**src/rtl/conv_result_writeback.sv**
```systemverilog
// Writes each kernel's conv result slice into the feature-map RAMs, optional ReLU and add-write.
// Latency: first strobe 1 cycle after start, done 2*PARA_KERNEL+1 cycles after start when RAMs are ready.
// Backpressure: after each strobe, waits (outputs held) until every RAM reports fm_write_ready.
module conv_result_writeback #(
  parameter int DATA_WIDTH       = 16,
  parameter int PARA_KERNEL      = 2,
  parameter int PARA_X           = 3,
  parameter int PARA_Y           = 3,
  parameter int WRITE_ADDR_WIDTH = 3
) (
  input  logic                                              clk,
  input  logic                                              rst,
  input  logic                                              start,
  input  logic [PARA_KERNEL*PARA_X*PARA_Y*DATA_WIDTH-1:0]   result_data,
  input  logic [WRITE_ADDR_WIDTH-1:0]                       base_addr,
  input  logic [WRITE_ADDR_WIDTH-1:0]                       kernel_stride,
  input  logic                                              add_mode,
  input  logic                                              relu_en,
  input  logic [PARA_X-1:0]                                 fm_write_ready,
  output logic                                              fm_ena_wr,
  output logic                                              fm_ena_add_write,
  output logic [PARA_X*WRITE_ADDR_WIDTH-1:0]                fm_addr_write,
  output logic [PARA_X*PARA_Y*DATA_WIDTH-1:0]               fm_din,
  output logic                                              busy,
  output logic                                              done
);

  localparam int ELEMS   = PARA_X * PARA_Y;
  localparam int SLICE_W = ELEMS * DATA_WIDTH;
  localparam int KW      = (PARA_KERNEL > 1) ? $clog2(PARA_KERNEL) : 1;
  localparam logic [KW-1:0] K_LAST = KW'(PARA_KERNEL - 1);

  typedef enum logic [1:0] {IDLE, WRITE, WAIT, DONE} state_t;

  state_t                           state_q, state_d;
  logic [KW-1:0]                    k_q, k_d, k_inc;
  logic [PARA_KERNEL*SLICE_W-1:0]   res_q, res_d;
  logic [WRITE_ADDR_WIDTH-1:0]      stride_q, stride_d;
  logic [WRITE_ADDR_WIDTH-1:0]      addr_q, addr_d;
  logic                             relu_q, relu_d;
  logic [SLICE_W-1:0]               din_q, din_d;
  logic                             ena_wr_d, add_wr_d, busy_d, done_d;

  // Sign bit set (negatives, -0, negative NaN) clamps the element to +0.
  function automatic logic [SLICE_W-1:0] apply_relu(input logic [SLICE_W-1:0] v, input logic en);
    logic [SLICE_W-1:0] r;
    r = v;
    for (int e = 0; e < ELEMS; e++) begin
      if (en && v[e*DATA_WIDTH + DATA_WIDTH - 1])
        r[e*DATA_WIDTH +: DATA_WIDTH] = '0;
    end
    return r;
  endfunction

  always_comb begin
    state_d  = state_q;
    k_d      = k_q;
    k_inc    = k_q + 1'b1;
    res_d    = res_q;
    stride_d = stride_q;
    addr_d   = addr_q;
    relu_d   = relu_q;
    din_d    = din_q;
    ena_wr_d = 1'b0;
    add_wr_d = fm_ena_add_write;
    busy_d   = busy;
    done_d   = 1'b0;
    case (state_q)
      IDLE: begin
        if (start) begin
          res_d    = result_data;
          stride_d = kernel_stride;
          relu_d   = relu_en;
          add_wr_d = add_mode;
          k_d      = '0;
          addr_d   = base_addr;
          din_d    = apply_relu(result_data[SLICE_W-1:0], relu_en);
          ena_wr_d = 1'b1;
          busy_d   = 1'b1;
          state_d  = WRITE;
        end
      end
      WRITE: state_d = WAIT;
      WAIT: begin
        if (&fm_write_ready) begin
          if (k_q != K_LAST) begin
            // Running sum wraps naturally at the address width.
            k_d      = k_inc;
            addr_d   = addr_q + stride_q;
            din_d    = apply_relu(res_q[int'(k_inc)*SLICE_W +: SLICE_W], relu_q);
            ena_wr_d = 1'b1;
            state_d  = WRITE;
          end else begin
            done_d   = 1'b1;
            busy_d   = 1'b0;
            add_wr_d = 1'b0;
            state_d  = DONE;
          end
        end
      end
      DONE:    state_d = IDLE;
      default: state_d = IDLE;
    endcase
  end

  always_ff @(posedge clk or negedge rst) begin
    if (!rst) begin
      state_q          <= IDLE;
      k_q              <= '0;
      res_q            <= '0;
      stride_q         <= '0;
      addr_q           <= '0;
      relu_q           <= 1'b0;
      din_q            <= '0;
      fm_ena_wr        <= 1'b0;
      fm_ena_add_write <= 1'b0;
      busy             <= 1'b0;
      done             <= 1'b0;
    end else begin
      state_q          <= state_d;
      k_q              <= k_d;
      res_q            <= res_d;
      stride_q         <= stride_d;
      addr_q           <= addr_d;
      relu_q           <= relu_d;
      din_q            <= din_d;
      fm_ena_wr        <= ena_wr_d;
      fm_ena_add_write <= add_wr_d;
      busy             <= busy_d;
      done             <= done_d;
    end
  end

  assign fm_addr_write = {PARA_X{addr_q}};
  assign fm_din        = din_q;

endmodule
```
**config.mk**
```make
export PLATFORM = sky130hd
export DESIGN_NAME = conv_result_writeback
export DESIGN_NICKNAME = d
export VERILOG_FILES = /design/src/rtl/conv_result_writeback.sv
export SDC_FILE = /design/constraint.sdc
export NUM_CORES = 1
export LEC_CHECK = 0
export ABC_AREA = 1
export CAP_MARGIN = 20
export CORE_MARGIN = 4
export CORE_UTILIZATION = 53
export CTS_BUF_LIST = sky130_fd_sc_hd__clkbuf_4 sky130_fd_sc_hd__clkbuf_8
export CTS_CLUSTER_SIZE = 30
export DETAILED_ROUTE_END_ITERATION = 7
export PLACE_DENSITY = 0.83
export SYNTH_ARGS = -nofsm -noshare
export SYNTH_HDL_FRONTEND = slang
export SYNTH_SLANG_ARGS = --single-unit
```
**constraint.sdc**
```tcl
create_clock -name clk -period 1.7 [get_ports clk]
set_input_delay 0.425 -clock clk [delete_from_list [all_inputs] [get_ports clk]]
set_output_delay 0.425 -clock clk [all_outputs]
set_load 0.005 [all_outputs]
```
## Word level (Yosys, flattened, before mapping)

Cells that the tools add are included.
Widths: inputs -> output; s select.

| cells by class | value |
|---|---|
| add/subtract/negate cells | 2 |
| multiply operators | 1 |
| equality and inequality tests | 7 |
| shift-type cells | 1 |
| mux-type cells | 47 |
| reductions and logical operators | 26 |

Operators by type and width:

| kind | number |
|---|---|
| $mux 144 | 3 |
| $mux 16 | 18 |
| $pmux 144 s2 | 1 |
| $shiftx 288x10->144 | 1 |
| $logic_and 1x1->1 | 18 |
| $mux 1 | 13 |
| $mux 3 | 3 |
| $ne 2x2->1 const B | 4 |
| $pmux 1 s2 | 4 |
| $pmux 2 s4 | 1 |
| $reduce_and 4->1 | 2 |
| $mux 2 | 3 |
| $pmux 3 s2 | 1 |
| $reduce_and 3->1 | 2 |
| $mul 1x4->5 const B | 1 |
| $eq 2x2->1 const B | 2 |
| $reduce_and 2->1 | 2 |
| $add 3x3->3 | 1 |
| $eq 2x1->1 const B | 1 |
| $logic_not 2->1 | 1 |
| $reduce_bool 2->1 | 1 |
| $add 1x1->1 const B | 1 |

| storage, ports and cells | value |
|---|---|
| register bits after elaboration | 446 |
| input bits | 302 |
| output and inout bits | 157 |

## Depth between registers and ports, before layout

| logic depth | value |
|---|---|
| depth after elaboration | 8 |
| mapped depth | 10 |

## Worst setup path after synthesis

Ideal clock, no wire load.

| timing path | value |
|---|---|
| kind | reg-to-reg |
| start point | reg k_q |
| end point | reg din_q[21] (netlist: fm_din[21]) |
| data arrival time | 1.263 ns |
| required time | 1.583 ns |
| path slack | 0.320 ns |
| stages on the path, launching flop included | 10 |
| buffers on the path | 3 |
| clock period less this slack | 1.380 ns |
| cell sequence | dfrtp_1 buf_4 buf_4 nand2_1 nand3_1 buf_2 nand3_1 nand2_1 nand2_1 nand2_1 |

| on the way | value |
|---|---|
| cells in the longest elaborated chain, start to end | 8 |
| elaborated cells on any way between the ends | 10 |

RTL lines:

| item | line | RTL |
|---|---|---|
| start, declared | 36 | `logic [KW-1:0] k_q, k_d, k_inc;` |
| start signal, assigned | 121 | `k_q <= k_d;` |
| $add 1x1->1 | 58 | `k_inc = k_q + 1'b1;` |
| $mul 1x4->5 | 90 | `din_d = apply_relu(res_q[int'(k_inc)*SLICE_W +: SLICE_W], relu_q);` |
| $shiftx 288x10->144 | 90 |  |
| $logic_and 1x1->1 | 49 | `if (en && v[e*DATA_WIDTH + DATA_WIDTH - 1])` |
| $mux 16 | 49 |  |
| $mux 144 | 86 | `if (k_q != K_LAST) begin` |
| $mux 144 | 85 | `if (&fm_write_ready) begin` |
| $pmux 144 s2 | 68 | `case (state_q)` |
| end signal, assigned | 126 | `din_q <= din_d;` |
| end, declared | 41 | `logic [SLICE_W-1:0] din_q, din_d;` |

Several ways; a longest one is shown, not always the timed one. The select of a mux whose other input is x is not followed.
A chain may end at the register's enable or synchronous reset.

## Final worst setup path

| timing path | value |
|---|---|
| start point | reg addr_q[0] |
| end point | reg addr_q[1] |

| on the way | value |
|---|---|
| cells in the longest elaborated chain, start to end | 4 |

RTL lines:

| item | line | RTL |
|---|---|---|
| start, declared | 39 | `logic [WRITE_ADDR_WIDTH-1:0] addr_q, addr_d;` |
| start signal, assigned | 124 | `addr_q <= addr_d;` |
| $add 3x3->3 | 89 | `addr_d = addr_q + stride_q;` |
| $mux 3 | 86 |  |
| $mux 3 | 85 |  |
| $pmux 3 s2 | 68 |  |

Every way passes these cells. The select of a mux whose other input is x is not followed.

==> flow_metrics.py <==
metrics = {
    "outcome": {
        "status": "finished with violations",
        "failed_checks": "setup timing",
    },
    "die": {
        "core_area_um2": 38700,
        "die_h_um": 206,
        "die_w_um": 206,
        "initial_utilization": 0.538,
        "ios": 459,
        "rows": 72,
        "die_area_um2": 42600,
    },
    "grt": {
        "grt_antenna_before_repair": 11,
        "grtUsageTotal": 0.332,
        "grt_pass1_vias": 21100,
        "gr-total-overflow": 0,
        "grt_pass1_wl_um": 112000,
        "grt_max_degree": 80,
    },
    "timing": {
        "finClkSkew_ns": 0.0283,
        "layout_min_cycle_time_ns": 1.74,
        "setup_slack_ns": -0.0447,
        "hold_viol_final": 0,
        "rsz0062_at_grt": "yes",
        "setup_viol": 7,
        "fin_crit_sh": 1.03,
        "slew_viol_final": 0,
        "tns_ns": -0.171,
        "timing.fmax_mhz": 573,
        "worstMarginPinSlew_ns": 0.432,
        "maxSlewHeadroom": 0.709,
        "holdWs_ns": 0.254,
    },
    "logic_synthesis": {
        "ys_seq_elements": 446,
        "avgSynthCellArea_um2": 7.43,
        "synth-main-ff-cell": "dfrtp_1",
        "yosys.cell_count.top_type": "nand2_1",
        "synth-edff-count": 0,
        "synth_top_cells_by_count": "nand2_1, dfrtp_1, nand3_1",
        "async_flop_share": 1.00,
        "yosys-top-cells-area": "dfrtp_1, nand2_1, nand3_1, o21ai_0, buf_2",
        "synth_top_area_cell": "dfrtp_1",
        "synth_cell_type_count": 19,
        "ys_seq_area_frac": 0.535,
        "syn_inst": 2806,
        "synth_top_cell_area_share": 0.535,
        "yosysWarnings": 0,
        "netlist_area_um2": 20900,
        "synth_nets": 3110,
    },
    "route": {
        "first_iter_violations": 1997,
        "drtAntennaViolNets": 0,
        "viasPerCell": 5.47,
        "wl_per_cell_um": 18.5,
        "routed_wl_um": 72100,
        "first_pass_iters": 7,
        "vias": 21300,
        "drcViolationCount": 0,
    },
    "power_and_ir_drop": {
        "ir_worst_vdd_v": 0.00132,
        "p_total_mw": 53.2,
        "powerDensity_nw_per_um2": 1860,
        "p_leak_nw": 15.2,
    },
    "final_layout": {
        "syn2layout_area_growth_pct": 36.9,
        "stdcell_area_um2": 28500,
        "n_fill_cell": 2842,
        "fin_cells": 3897,
        "drive_above_1_share": 0.118,
        "final_nets": 3619,
    },
    "critical_path": {
        "cp_slowest_cell": "fa_2",
        "reg2reg_depth": 8,
        "slowest_delay_ns": 0.54,
        "rr_startpoint": "addr_q[0]",
        "startpoint_type": "flop",
        "cp_cell_sequence": "buf_6 > buf_6 > ha_4 > fa_2 > nand2_2 > nand2_1 > nand2_1 > nand2_1",
        "worst-path-stages": 8,
        "crit_start": "addr_q[0]",
        "cp.required_ns": 2.26,
        "critPathTopFamily": "adder cells",
        "path_buf_inv": 2,
        "crit_type": "reg2reg",
        "cp_max_fo": 2,
        "critPathArrivalTime_ns": 2.30,
        "critPathCaptureType": "flop",
        "crit_top_cell": "nand2_1",
    },
    "placed_design": {
        "place_congestion": 0.903,
        "dp.final_hpwl_um": 47600,
        "place_inst": 3699,
        "portBuffers": 458,
        "placed_cell_area_um2": 26700,
    },
    "clock_network": {
        "cts_root_buf": "clkbuf_8",
        "clk_latency_ns": 0.63,
        "cts_tree": "built",
        "cts_buffers": 74,
        "clockBufferDepth": 3,
        "clk_pin_slew_worst_paths_ns": 0.07,
        "cts_sinks": 446,
        "h-tree-depth": 3,
    },
    "worst_hold_path": {
        "hp-class": "in2async",
    },
    "flow_run": {
        "maxCapViolations": 0,
    },
}
## cell type report
cell class | instances | area (um2) | area share
flip-flops and latches | 446 | 11200 | 0.391
multi-input cells | 2082 | 8550 | 0.299
repair buffers | 616 | 6240 | 0.219
clock buffers | 119 | 1460 | 0.0510
well taps | 518 | 648 | 0.0227
inverters | 95 | 369 | 0.0129
clock inverters | 11 | 85.1 | 0.00298
diodes | 10 | 25.0 | 0.000877
## power by group
group | internal [mW] | leakage, nW | switching, mW
clock | 5.56 | 0.826 | 4.40
sequential | 15.5 | 5.60 | 2.73
combinational | 9.86 | 8.74 | 15.1
## cells by family after synthesis
group / share of synthesized area
and+or+nand+nor: 0.366
DFF: 0.535
buffers and inverters: 0.0599
AOI/OAI and AO/OA: 0.0369
adders and majority gates: 0.00156
## final timing paths
check,end,slack [ns]
hold reg to reg,fm_din[112],0.48
min in group clk,res_q[258],0.33
setup reg to reg,addr_q[1],-0.04
hold / removal,fm_din[9],0.25
max in group asynchronous,res_q[261],0.63
setup / recovery,addr_q[1],-0.04
## state kept, by name, summed over array words and instances (netlist names), 2 cells and up
register,cells
res_q,288
fm_din,144
addr_q,3
stride_q,3
state_q,2
## worst reg2reg max path, stage by stage, from the launching register on
cell,delay [ns]
dfrtp_2,0.43
buf_6,0.14
buf_6,0.12
ha_4,0.15
fa_2,0.54
nand2_2,0.06
nand2_1,0.09
nand2_1,0.06
nand2_1,0.09
## routing by layer
| layer | global-route usage | vias to the layer above | share of wire | wire length (um) |
|---|---|---|---|---|
| li1 | - | 9719 | - | - |
| met4 | 0.156 | 8 | 0.045 | 3230 |
| met1 | 0.433 | 10100 | 0.38 | 27300 |
| met3 | 0.0756 | 216 | 0.10 | 7410 |
| met5 | 0 | - | 0.00087 | 63 |
| met2 | 0.529 | 1214 | 0.47 | 34100 |
## layout by cell type (no fill, tap or decap), drive strengths merged
master         count
inv               95
dfrtp            446
bufinv             1
o21ai            150
diode             10
o211ai             1
buf              211
clkinvlp           2
a21oi              1
dlygate4sd3        1
clkdlybuf4s50    300
clkdlybuf4s15     83
dlygate4sd2        1
or2                1
nand2           1626
clkinv             8
o22ai              1
ha                 1
nand3            294
fa                 1
nor2               6
clkbuf           139
## timing repair
action	4_1_cts	5_1_grt
endpoints found under the setup margin	181	164
gates cloned	0	2
buffers inserted	54	4
hold buffers	1	0
pin swaps	0	2
gates resized for setup	433	48
hold endpoints to repair	67	0
## stage by stage
stage / util / setup WS, ns
floorplan: - / 0.320
global placement: 0.690 / -0.274
detailed placement: 0.690 / -0.341
CTS: 0.736 / -0.134
global route: 0.737 / -0.0653
finish: 0.737 / -0.0447
(Power assumes the default switching activity.)
